`src/rtl/flag_branch_unit.sv`:
```
// Condition-flag register file and conditional branch resolver with a saturating taken-branch counter.
// Optional build macro FLAG_BYPASS_EN: same-cycle flag writes are forwarded into branch evaluation.
module flag_branch_unit (
    input  logic        clk,
    input  logic        rst,
    input  logic        alu_zr,
    input  logic        alu_ov,
    input  logic        alu_ne,
    input  logic        wr_zr,
    input  logic        wr_vn,
    output logic        old_zr,
    output logic        old_ov,
    output logic        old_ne,
    input  logic        br_valid,
    output logic        br_ready,
    input  logic [2:0]  br_cond,
    input  logic [15:0] br_pc,
    input  logic [8:0]  br_off,
    output logic        br_done,
    output logic        br_taken,
    output logic [15:0] br_target,
    output logic        flush,
    output logic [15:0] taken_cnt
);

    typedef enum logic [1:0] {
        IDLE = 2'd0,
        WAIT = 2'd1,
        DONE = 2'd2
    } state_t;

    state_t              r_state;
    state_t              w_next;

    logic                r_zr;
    logic                r_ov;
    logic                r_ne;

    logic [2:0]          r_cond;
    logic [15:0]         r_pc;
    logic signed [8:0]   r_off;

    logic                r_taken;
    logic [15:0]         r_target;
    logic [15:0]         r_taken_cnt;

    logic                w_eval_now;
    logic                w_eval_wait;
    logic                w_capture;
    logic                w_ez;
    logic                w_ev;
    logic                w_en;
    logic [2:0]          w_cond;
    logic [15:0]         w_pc;
    logic signed [8:0]   w_off;
    logic                w_taken;

    function automatic logic cond_true(input logic [2:0] c, input logic z,
                                       input logic v, input logic n);
        logic t;
        case (c)
            3'd0:    t = !z;
            3'd1:    t = z;
            3'd2:    t = !z && !n;
            3'd3:    t = n;
            3'd4:    t = !n;
            3'd5:    t = n || z;
            3'd6:    t = v;
            default: t = 1'b1;
        endcase
        return t;
    endfunction

    function automatic logic [15:0] branch_target(input logic [15:0] pc,
                                                  input logic signed [8:0] off);
        logic signed [15:0] off_ext;
        off_ext = 16'(off);
        return pc + 16'($unsigned(off_ext));
    endfunction

    // Flag registers: writes are accepted in every FSM state
    always_ff @(posedge clk) begin
        if (rst) begin
            r_zr <= 1'b0;
            r_ov <= 1'b0;
            r_ne <= 1'b0;
        end else begin
            if (wr_zr) begin
                r_zr <= alu_zr;
            end
            if (wr_vn) begin
                r_ov <= alu_ov;
                r_ne <= alu_ne;
            end
        end
    end

    assign old_zr = r_zr;
    assign old_ov = r_ov;
    assign old_ne = r_ne;

    always_ff @(posedge clk) begin
        if (rst) begin
            r_state <= IDLE;
        end else begin
            r_state <= w_next;
        end
    end

    always_comb begin
        w_next      = r_state;
        br_ready    = 1'b0;
        br_done     = 1'b0;
        w_eval_now  = 1'b0;
        w_eval_wait = 1'b0;
        w_capture   = 1'b0;
        case (r_state)
            IDLE: begin
                br_ready = 1'b1;
                if (br_valid) begin
`ifdef FLAG_BYPASS_EN
                    w_eval_now = 1'b1;
                    w_next     = DONE;
`else
                    // A flag write in the accept cycle must land before evaluation
                    if (wr_zr || wr_vn) begin
                        w_capture = 1'b1;
                        w_next    = WAIT;
                    end else begin
                        w_eval_now = 1'b1;
                        w_next     = DONE;
                    end
`endif
                end
            end
            WAIT: begin
                w_eval_wait = 1'b1;
                w_next      = DONE;
            end
            DONE: begin
                br_done = 1'b1;
                w_next  = IDLE;
            end
            default: begin
                w_next = IDLE;
            end
        endcase
    end

    // Forwarding mux only matters on an accept that carries a flag write
    assign w_ez = (w_eval_now && wr_zr) ? alu_zr : r_zr;
    assign w_ev = (w_eval_now && wr_vn) ? alu_ov : r_ov;
    assign w_en = (w_eval_now && wr_vn) ? alu_ne : r_ne;

    assign w_cond  = w_eval_wait ? r_cond : br_cond;
    assign w_pc    = w_eval_wait ? r_pc   : br_pc;
    assign w_off   = w_eval_wait ? r_off  : $signed(br_off);
    assign w_taken = cond_true(w_cond, w_ez, w_ev, w_en);

    always_ff @(posedge clk) begin
        if (w_capture) begin
            r_cond <= br_cond;
            r_pc   <= br_pc;
            r_off  <= $signed(br_off);
        end
    end

    always_ff @(posedge clk) begin
        if (rst) begin
            r_taken  <= 1'b0;
            r_target <= 16'h0000;
        end else if (w_eval_now || w_eval_wait) begin
            r_taken  <= w_taken;
            r_target <= w_taken ? branch_target(w_pc, w_off) : w_pc;
        end
    end

    assign br_taken  = r_taken;
    assign br_target = r_target;
    assign flush     = br_done & r_taken;

    always_ff @(posedge clk) begin
        if (rst) begin
            r_taken_cnt <= 16'h0000;
        end else if (flush && (r_taken_cnt != 16'hFFFF)) begin
            r_taken_cnt <= r_taken_cnt + 16'd1;
        end
    end

    assign taken_cnt = r_taken_cnt;

endmodule

```
`config.mk`:
```
export PLATFORM = sky130hd
export DESIGN_NAME = flag_branch_unit
export DESIGN_NICKNAME = d
export VERILOG_FILES = /design/src/rtl/flag_branch_unit.sv
export SDC_FILE = /design/constraint.sdc
export NUM_CORES = 1
export LEC_CHECK = 0
export BUFFER_PORTS_ARGS = -buffer_cell sky130_fd_sc_hd__buf_2
export CORE_MARGIN = 2
export CORE_UTILIZATION = 30
export DETAILED_ROUTE_END_ITERATION = 8
export RECOVER_POWER = 50
export SKIP_CTS_REPAIR_TIMING = 1
export SYNTH_ARGS = -nofsm -noshare
export SYNTH_HDL_FRONTEND = slang
export SYNTH_SLANG_ARGS = --single-unit
```
`constraint.sdc`:
```
create_clock -name clk -period 4.4 [get_ports clk]
set_clock_uncertainty 0.1 [all_clocks]
set_input_delay 0.22 -clock clk [delete_from_list [all_inputs] [get_ports clk]]
set_output_delay 0.22 -clock clk [all_outputs]
set_load 0.01 [all_outputs]
```
==> results of run 1 <==
worst max-delay path by stage:
stage | startpoint | to | slack [ns] | depth (start not counted)
after CTS | r_state[1]$_SDFFE_PP0P_ | br_target[13]$_SDFFE_PP0P_ | 0.67 | 13
after global routing | r_state[1]$_SDFFE_PP0P_ | br_target[13]$_SDFFE_PP0P_ | 0.41 | 13
final | r_state[1]$_SDFFE_PP0P_ | br_target[13]$_SDFFE_PP0P_ | 0.66 | 13
after floorplan | r_state[1]$_SDFFE_PP0P_ | br_target[13]$_SDFFE_PP0P_ | 0.18 | 17
after global placement | r_state[1]$_SDFFE_PP0P_ | br_target[13]$_SDFFE_PP0P_ | 0.81 | 13
after detailed placement | r_state[1]$_SDFFE_PP0P_ | br_target[13]$_SDFFE_PP0P_ | 0.69 | 13
kinds of logic (layout without fill, tap and decap cells):
| kind of cell | after synthesis | in the layout |
|---|---|---|
| multiplexers | 37 | 37 |
| flip-flops | 66 | 66 |
| buffers and inverters | 36 | 129 |
| AO/OA/AOI/OAI | 77 | 77 |
| XOR/XNOR | 31 | 31 |
| adder cells (fa/ha/maj) | 18 | 18 |
| AND/OR/NAND/NOR | 129 | 129 |
report_power, final:
group / switching (W) / leakage [nW] / internal, W / total, W
clock network: 0.000251 / 0.121 / 0.000379 / 0.000629
logic: 0.000216 / 1.13 / 0.000158 / 0.000373
registers: 0.0000206 / 0.574 / 0.000678 / 0.000699
synth_stat cells, drive strengths merged, types with 2 or more instances:
| cell type | n | area share |
|---|---|---|
| nor2 | 47 | 0.047 |
| dfxtp | 38 | 0.20 |
| nand2 | 33 | 0.033 |
| edfxtp | 28 | 0.22 |
| a21oi | 23 | 0.030 |
| mux2i | 19 | 0.055 |
| mux2 | 18 | 0.054 |
| xnor2 | 18 | 0.042 |
| inv | 16 | 0.016 |
| nand3 | 15 | 0.020 |
| clkbuf | 14 | 0.014 |
| o21ai | 14 | 0.021 |
| xor2 | 13 | 0.030 |
| ha | 12 | 0.040 |
| nor3 | 9 | 0.012 |
| a31oi | 7 | 0.012 |
| buf | 6 | 0.012 |
| a21o | 5 | 0.0099 |
| and2 | 5 | 0.0083 |
| and3 | 5 | 0.0083 |
| maj3 | 5 | 0.014 |
| o31ai | 4 | 0.0080 |
| a211oi | 3 | 0.0060 |
| a311oi | 3 | 0.0086 |
| o211ai | 3 | 0.0060 |
| or3 | 3 | 0.0050 |
| nand4 | 2 | 0.0033 |
| nor4 | 2 | 0.0033 |
| o211a | 2 | 0.0053 |
| o311ai | 2 | 0.0046 |
| or2 | 2 | 0.0033 |
worst reg2reg max path: stages, from the launching register on:
cell and delay, ns:
dfxtp_1 0.38, nand2b_4 0.38, mux2i_1 0.38, inv_1 0.11
ha_1 0.30, a21o_1 0.17, a21oi_1 0.25, o21ai_2 0.11
a311oi_2 0.32, nor2_1 0.13, a221o_1 0.37, mux2i_1 0.16
and3_1 0.15, a311o_1 0.30
flip-flops by register name, indices dropped and copies added (netlist names):
| signal | count |
|---|---|
| br_taken | 1 |
| br_target | 16 |
| r_cond | 3 |
| old_ne | 1 |
| r_pc | 16 |
| old_zr | 1 |
| r_state | 2 |
| old_ov | 1 |
| taken_cnt | 16 |
| r_off | 9 |
area by class of cell:
cell class | count | area [um2]
clock buffers | 13 | 240
multi-input cells | 292 | 2020
repair buffers | 97 | 513
well taps | 168 | 210
clock inverters | 3 | 16.3
flip-flops and latches | 66 | 1600
inverters | 16 | 60.1
fillers | 1255 | 7500
through the flow:
step	total power [W]	area [um2]	worst slack (ns)	util	hold slack, ns
final	0.00170	4660	0.661	0.383	0.0323
after global routing	0.00180	4660	0.412	0.383	0.0647
after CTS	0.00172	4550	0.673	0.374	-0.0368
after detailed placement	0.00108	4290	0.688	0.353	0.312
after global placement	0.00107	4290	0.815	0.353	0.312
after floorplan	0.000975	3780	0.176	-	0.205
metal layers:
layer,part of all wire,track usage,wire [um]
met4,0.023,0.0667,215
met3,0.040,0.0327,372
met2,0.46,0.216,4200
met5,0,0,0
met1,0.48,0.189,4420
==> impl_results.md, run 1 <==
* Synth Instances at just under 400
* PwrDens at approximately 370 nW/um2
* Status: finished, violations left
* Routability Congestion at between 0.8 and 0.9
* Post-synthesis xor/xnor area fraction at 0.0719
* Maxcap violations at 1
* CTS root buf: clkbuf_16
* Initial antenna violation count at 0
* Final worst path period share at 0.850
* Initial DRC Count at between 100 and 150
* First-pass GRT wire length at 14,800 um
* Internal reg-to-reg setup slack at roughly 0.66 ns
* Longest Clk Path Bufs at 2
* Post-route DRC at 0
* Multiplexer share of the synthesized area at 0.109
* Critical-path top delay cell: dfxtp_1
* Wire per inst at 14.1 um
* Die area at about 14,000 um2
* Crit Path Category: register to register
* # IOs at between 70 and 80
* Remaining global-route overflow at 0
* CTS Buf Count at 9
* TritonCTS clock tree: done
* Final Hold Vio Count at 0
* Netlist cell types at between 50 and 60
* Cell family with most CP delay: compound AO/OA/AOI/OAI gates
* Combinational family with the most area after synthesis: simple AND/OR/NAND/NOR gates
* Clk_lat worst skew at 0.33 ns
* WP data arrival at between 3 and 4 ns
* EDFF count, synth at 28
* Clock sinks at 66
* Post-synthesis adder-cell area fraction at 0.0586
* Initial Util at 0.310
* Die X at roughly 120 um
* Crit path buf inv count at 1
* Crit. End Element: register
* Nets at ~530
* Routed via count at 3,136
* Die Ht at between 100 and 150 um
* Mapped Area at about 3800 um2
* Worst Hold Endpoint: old_zr$_SDFFE_PP0P_
* Sequential area share after synthesis at 0.424
* Synth Area in Compound Gates at 0.137
* HP Start: alu_zr
* Ys flop type: dfxtp_1
* Leakage at between 1.5 and 2 nW
* Worst VDD drop at 0.126 mV
* Non-filler instance count after layout at ~660
* Final HPWL DP at 6740 um
* WP data required at 4.51 ns
* Max-slew violations at 34
* Worst r2r src: r_state[1]$_SDFFE_PP0P_
* Register-to-Register Path Depth at 13
* RSZ-0062 raised after global routing: false
* Total Routing Usage GR at 0.141
* Most common cell after layout, fill and taps aside: clkbuf_1
* Flop and latch count out of synthesis at 66
* ANT nets after route at 0
* Largest net degree at the start of global routing at 34
* Failing checks: capacitance limit, slew limit
* Final number of setup-violating endpoints at 0
* Critical R2R Capture: br_target[13]$_SDFFE_PP0P_
* Clock slew at reported path FFs at around 0.05 ns
* Dpl cells at between 600 and 700
* Inserted Diodes at 0
* TNS Setup at 0 ns
* Post-Syn Nets at roughly 440
* Layout cells sized above 1 at 0.121
* WL final at 9210 um
* Most frequent cells in the layout: 66 x clkbuf_1, 46 x nor2_1, 38 x dfxtp_1
* Core area at 12,200 um2
* Critical Path Source Type: register
* Htree depth at 3
* Worst-path fanout max at 23
* Area Growth Syn to Fin at 23.4%
* Crit-path most repeated cell: mux2i_1
* Crit-path cells: nand2b_4, mux2i_1, inv_1, ha_1, a21o_1, a21oi_1, o21ai_2, a311oi_2, nor2_1, a221o_1, mux2i_1, and3_1, a311o_1
* Port bufs at 74
* Max Freq at ~270 MHz
* Worst min path class: primary input to register
* Row cnt at 40
* Hold path depth at 3
* Mean Syn Cell Area at between 9 and 10 um2
* CP peak stage delay at between 0.3 and 0.4 ns
* Vias/cell at approximately 4.8
* Post-synth ARST share at 0
* Worst slew pin tran at ~1.6 ns
* First-pass iteration count of the detailed router at 4
* Simple-Gate Fraction of Synth Area at 0.157
* Vias in the first global route at 3,001
* Yosys warning total at 0
* Minimum clock period at about 3.7 ns
* Slew HR at -0.0749
Power figures use the tool's default switching activity.
==> inputs of run 2 (changes only) <==
==> constraint.sdc (replaced) <==
create_clock -name clk -period 3.3 [get_ports clk]
set_clock_uncertainty 0.1 [all_clocks]
set_input_delay 0.165 -clock clk [delete_from_list [all_inputs] [get_ports clk]]
set_output_delay 0.165 -clock clk [all_outputs]
set_load 0.01 [all_outputs]
==> impl_results.md, run 2 (same netlist as run 1, synthesis figures left out) <==
* Initial DRC Count at 143 (was 116)
* Hold_ws at -0.00250 ns (was 0.0323 ns)
* Most frequent cells in the layout: 57 x clkbuf_1, 45 x nor2_1, 36 x dfxtp_1 (was 66 x clkbuf_1, 46 x nor2_1, 38 x dfxtp_1)
* Stages on worst setup path at 13 (unchanged)
* PwrDens at 493 nW/um2 (was 365 nW/um2)
* Worst min path class: primary input to register (unchanged)
* Reg area at 1610 um2 (was 1600 um2)
* Clock slew at reported path FFs at 0.06 ns (was 0.05 ns)
* Pre-CTS setup slack at 0.0274 ns (was 0.688 ns)
* Crit. End Element: register (unchanged)
* Port bufs at 74 (unchanged)
* Register-to-Register Path Depth at 13 (unchanged)
* Final Hold Vio Count at 1 (was 0)
* Layout cells sized above 1 at 0.185 (was 0.121)
* Critical Path Source Type: register (unchanged)
* First-pass GRT wire length at 16,000 um (was 14,800 um)
* WL final at 9940 um (was 9210 um)
* PnR worst setup slack at 0.0745 ns (was 0.661 ns)
* Max Freq at 310 MHz (was 267 MHz)
* Crit-path cells: nand2b_4, buf_6, mux2_4, ha_4, a21o_1, a21oi_2, o21ai_2, a311oi_2, nor2_2, a221o_1, o31ai_1, buf_4, o211a_1 (was nand2b_4, mux2i_1, inv_1, ha_1, a21o_1, a21oi_1, o21ai_2, a311oi_2, nor2_1, a221o_1, mux2i_1, and3_1, a311o_1)
* Nets at 558 (was 531)
* Max-slew violations at 0 (was 34)
* Slew HR at 0.590 (was -0.0749)
* # fillers at 1,245 (was 1,255)
* Area of the multi-input gates at 2090 um2 (was 2020 um2)
* Inserted Diodes at 0 (unchanged)
* Worst slew pin tran at 0.614 ns (was 1.61 ns)
* TritonCTS clock tree: done (unchanged)
* CTS root buf: clkbuf_16 (unchanged)
* Longest Clk Path Bufs at 2 (unchanged)
* # IOs at 75 (unchanged)
* Final worst path period share at 0.977 (was 0.850)
* Failing checks: hold timing (was capacitance limit, slew limit)
* CP peak stage delay at 0.39 ns (was 0.38 ns)
* Hold path depth at 3 (unchanged)
* Row cnt at 40 (unchanged)
* Vias/cell at 4.84 (was 4.79)
* CTS Buf Count at 9 (unchanged)
* Wire per inst at 14.6 um (was 14.1 um)
* Int Pwr at 0.00177 W (was 0.00121 W)
* Initial antenna violation count at 0 (unchanged)
* Die X at 116 um (unchanged)
* Clock sinks at 66 (unchanged)
* Remaining global-route overflow at 0 (unchanged)
* First-pass iteration count of the detailed router at 4 (unchanged)
* Clock power frac at 0.400 (was 0.370)
* Crit Path Category: register to register (unchanged)
* Pwr Total at 0.00248 W (was 0.00170 W)
* Routability Congestion at 0.858 (was 0.824)
* Worst VDD drop at 0.207 mV (was 0.126 mV)
* Largest net degree at the start of global routing at 33 (was 34)
* Post-route DRC at 0 (unchanged)
* Minimum clock period at 3.23 ns (was 3.74 ns)
* Final HPWL DP at 7050 um (was 6740 um)
* Clk_lat worst skew at 0.34 ns (was 0.33 ns)
* Die Ht at 116 um (unchanged)
* Core area at 12,200 um2 (unchanged)
* Htree depth at 3 (unchanged)
* ANT nets after route at 0 (unchanged)
* Seq pwr share at 0.376 (was 0.411)
* Status: finished, violations left (unchanged)
* Combinational share of power at 0.224 (was 0.219)
* Leakage at 2.00 nW (was 1.82 nW)
* Vias in the first global route at 3,161 (was 3,001)
* Worst-path fanout max at 6 (was 23)
* RSZ-0062 raised after global routing: true (was false)
* Final number of setup-violating endpoints at 0 (unchanged)
* Initial Util at 0.310 (unchanged)
* Switching share of power at 0.285 (was 0.286)
* Critical-path top delay cell: o31ai_1 (was dfxtp_1)
* WP data required at 3.49 ns (was 4.51 ns)
* Non-filler instance count after layout at 682 (was 655)
* Dpl cells at 629 (was 620)
* WP data arrival at 3.41 ns (was 3.85 ns)
* Total Routing Usage GR at 0.156 (was 0.141)
* Crit path buf inv count at 2 (was 1)
* Maxcap violations at 0 (was 1)
* Die area at 13,500 um2 (unchanged)
* Cell family with most CP delay: compound AO/OA/AOI/OAI gates (unchanged)
* Routed via count at 3,300 (was 3,136)
* Most common cell after layout, fill and taps aside: clkbuf_1 (unchanged)
* NetSw at 0.000705 W (was 0.000487 W)
* Area Growth Syn to Fin at 33.1% (was 23.4%)
run 2: cell types whose count changed in the layout (fill, tap and decap cells not counted), sizes merged:
cell,delta
dlygate4sd3,+10
clkinv,+1
clkbuf,-6
buf,+21
nand2b,+1
run 2: cell type report:
class                      count  share of cell area
clock buffer                  12              0.0575
clock inverter                 4             0.00598
sequential                    66               0.320
multi-input combinational    293               0.415
tap                          168              0.0418
inverter                      16              0.0120
timing repair buffer         123               0.148
run 2: worst register-to-register path, stage by stage (launching register included):
cell and delay (ns):
dfxtp_4 0.36, nand2b_4 0.19, buf_6 0.13, mux2_4 0.31
ha_4 0.21, a21o_1 0.16, a21oi_2 0.18, o21ai_2 0.09
a311oi_2 0.31, nor2_2 0.08, a221o_1 0.37, o31ai_1 0.39
buf_4 0.17, o211a_1 0.13
run 2: path summary, 6_finish.rpt:
check | from | end | slack [ns]
worst min register to register | br_target[3]$_SDFFE_PP0P_ | br_target[3]$_SDFFE_PP0P_ | 0.35
worst min-delay path | wr_zr | old_zr$_SDFFE_PP0P_ | -0.002
worst max-delay path | r_state[1]$_SDFFE_PP0P_ | br_target[11]$_SDFFE_PP0P_ | 0.07
worst max register to register | r_state[1]$_SDFFE_PP0P_ | br_target[11]$_SDFFE_PP0P_ | 0.07
run 2: per-stage QoR:
step | utilization | area (um2) | TNS [ns]
CTS | 0.388 | 4720 | -0.00106
finish | 0.413 | 5020 | 0
floorplan | - | 3860 | -0.684
global placement | 0.362 | 4400 | 0
detailed placement | 0.362 | 4400 | 0
global route | 0.413 | 5020 | -0.147
run 2: per-layer routing:
metal  vias up  global-route usage  part of all wire
met1      1541               0.208              0.47
li1       1656                   -                 -
met3        18              0.0503             0.061
met2        85               0.231              0.45
met4         0              0.0746             0.023
met5         -                   0                 0
run 2: power by group through the flow:
stage	Sequential [W]	Clock [W]	Combinational [W]
2_1_floorplan	0.000951	0	0.000366
3_3_place_gp	0.000945	0	0.000508
3_5_place_dp	0.000946	0	0.000519
4_1_cts	0.000930	0.00102	0.000522
5_1_grt	0.000936	0.00106	0.000622
6_report	0.000931	0.000991	0.000554
==> inputs of run 3 (changes only) <==
--- a/config.mk
+++ b/config.mk
@@ -9,7 +9,7 @@
 export CORE_MARGIN = 2
 export CORE_UTILIZATION = 30
 export DETAILED_ROUTE_END_ITERATION = 8
-export RECOVER_POWER = 50
+export RECOVER_POWER = 25
 export SKIP_CTS_REPAIR_TIMING = 1
 export SYNTH_ARGS = -nofsm -noshare
 export SYNTH_HDL_FRONTEND = slang
==> impl_results.md, run 3 (same netlist as run 1, synthesis figures left out) <==
* Clock slew at reported path FFs at 0.06 ns (about the same)
* Critical-path top delay cell: o31ai_1 (unchanged)
* Initial DRC Count at 129 (was 143)
* Critical Path Source Type: register (unchanged)
* # IOs at 75 (unchanged)
* Worst slew pin tran at 0.612 ns (was 0.614 ns)
* Minimum clock period at 3.22 ns (was 3.23 ns)
* Non-filler instance count after layout at 682 (unchanged)
* Die area at 13,500 um2 (unchanged)
* Final number of setup-violating endpoints at 0 (unchanged)
* Clk_lat worst skew at 0.34 ns (about the same)
* CP peak stage delay at 0.39 ns (about the same)
* Area Growth Syn to Fin at 34.1% (was 33.1%)
* Pre-CTS setup slack at 0.0274 ns (unchanged)
* Remaining global-route overflow at 0 (unchanged)
* Failing checks: hold timing (unchanged)
* Leakage at 2.14 nW (was 2.00 nW)
* Slew HR at 0.591 (was 0.590)
* Final Hold Vio Count at 1 (unchanged)
* Pwr Total at 0.00248 W (about the same)
* Crit Path Category: register to register (unchanged)
* Most frequent cells in the layout: 49 x buf_2, 45 x nor2_1, 36 x dfxtp_1 (was 57 x clkbuf_1, 45 x nor2_1, 36 x dfxtp_1)
* Inserted Diodes at 0 (unchanged)
* Row cnt at 40 (unchanged)
* TritonCTS clock tree: done (unchanged)
* Hold_ws at -0.00284 ns (was -0.00250 ns)
* ANT nets after route at 0 (unchanged)
* Hold path depth at 3 (unchanged)
* Most common cell after layout, fill and taps aside: buf_2 (was clkbuf_1)
* Max-slew violations at 0 (unchanged)
* Worst min path class: primary input to register (unchanged)
* Htree depth at 3 (unchanged)
* CTS Buf Count at 9 (unchanged)
* Final worst path period share at 0.975 (was 0.977)
* Final HPWL DP at 7050 um (unchanged)
* PwrDens at 490 nW/um2 (was 493 nW/um2)
* Status: finished, violations left (unchanged)
* Die X at 116 um (unchanged)
* Port bufs at 74 (unchanged)
* Vias/cell at 4.83 (was 4.84)
* Routability Congestion at 0.858 (unchanged)
* Register-to-Register Path Depth at 13 (unchanged)
* Initial antenna violation count at 0 (unchanged)
* Crit-path cells: nand2b_4, buf_6, mux2_4, ha_4, a21o_1, a21oi_2, o21ai_2, a311oi_2, nor2_2, a221o_1, o31ai_1, buf_4, o211a_1 (unchanged)
* CTS root buf: clkbuf_16 (unchanged)
* Wire per inst at 14.6 um (unchanged)
* First-pass iteration count of the detailed router at 4 (unchanged)
* Worst-path fanout max at 6 (unchanged)
* Total Routing Usage GR at 0.156 (unchanged)
* WL final at 9940 um (unchanged)
* PnR worst setup slack at 0.0827 ns (was 0.0745 ns)
* Final Util at 0.416 (was 0.413)
* Clock sinks at 66 (unchanged)
* Layout cells sized above 1 at 0.247 (was 0.185)
* Crit. End Element: register (unchanged)
* WP data required at 3.49 ns (about the same)
* RSZ-0062 raised after global routing: true (unchanged)
* First-pass GRT wire length at 16,000 um (unchanged)
* Max Freq at 311 MHz (was 310 MHz)
* Maxcap violations at 0 (unchanged)
* Dpl cells at 629 (unchanged)
* Initial Util at 0.310 (unchanged)
* Worst VDD drop at 0.207 mV (about the same)
* Longest Clk Path Bufs at 2 (unchanged)
* Nets at 558 (unchanged)
* Routed via count at 3,294 (was 3,300)
* Largest net degree at the start of global routing at 33 (unchanged)
* Core area at 12,200 um2 (unchanged)
* Die Ht at 116 um (unchanged)
* Post-route DRC at 0 (unchanged)
* WP data arrival at 3.41 ns (about the same)
* Vias in the first global route at 3,161 (unchanged)
## run 3: worst paths after layout
check | from | slack (ns) | to
max reg2reg | r_state[1]$_SDFFE_PP0P_ | 0.08 | br_target[11]$_SDFFE_PP0P_
min reg2reg | br_target[3]$_SDFFE_PP0P_ | 0.35 | br_target[3]$_SDFFE_PP0P_
min | wr_zr | -0.003 | old_zr$_SDFFE_PP0P_
max | r_state[1]$_SDFFE_PP0P_ | 0.08 | br_target[11]$_SDFFE_PP0P_
## run 3: per-layer routing
layer	share of wire	routed length [um]	global-route usage
met5	0	0	0
met4	0.023	229	0.0746
met3	0.060	596	0.0503
met2	0.45	4460	0.231
met1	0.47	4650	0.208
## run 3: per-stage QoR
step	TNS [ns]	area (um2)
floorplan	-0.684	3860
global placement	0	4400
detailed placement	0	4400
CTS	-0.00106	4720
global route	-0.147	5060
finish	0	5060
## run 3: area by class of cell
type	count	area, um2
fill	1233	7100
multi-input combinational	293	2090
sequential	66	1610
timing repair buffer	123	783
clock buffer	12	289
tap	168	210
inverter	16	60.1
clock inverter	4	30.0
## run 3: worst max-delay path, delay by kind of cell (launching register included)
kind                       cells  cell delay [ns]
adders and majority gates      1             0.21
buffers and inverters          2             0.30
muxes                          1             0.31
AOI/OAI and AO/OA              7             1.62
DFF                            1             0.36
and+or+nand+nor                2             0.26
## run 3: where the power goes
| group | leakage, nW | internal, W | total, W | switching (W) |
|---|---|---|---|---|
| clock | 0.155 | 0.000621 | 0.000991 | 0.000370 |
| sequential | 0.575 | 0.000904 | 0.000930 | 0.0000269 |
| combinational | 1.41 | 0.000253 | 0.000560 | 0.000308 |
| total | 2.14 | 0.00178 | 0.00248 | 0.000704 |
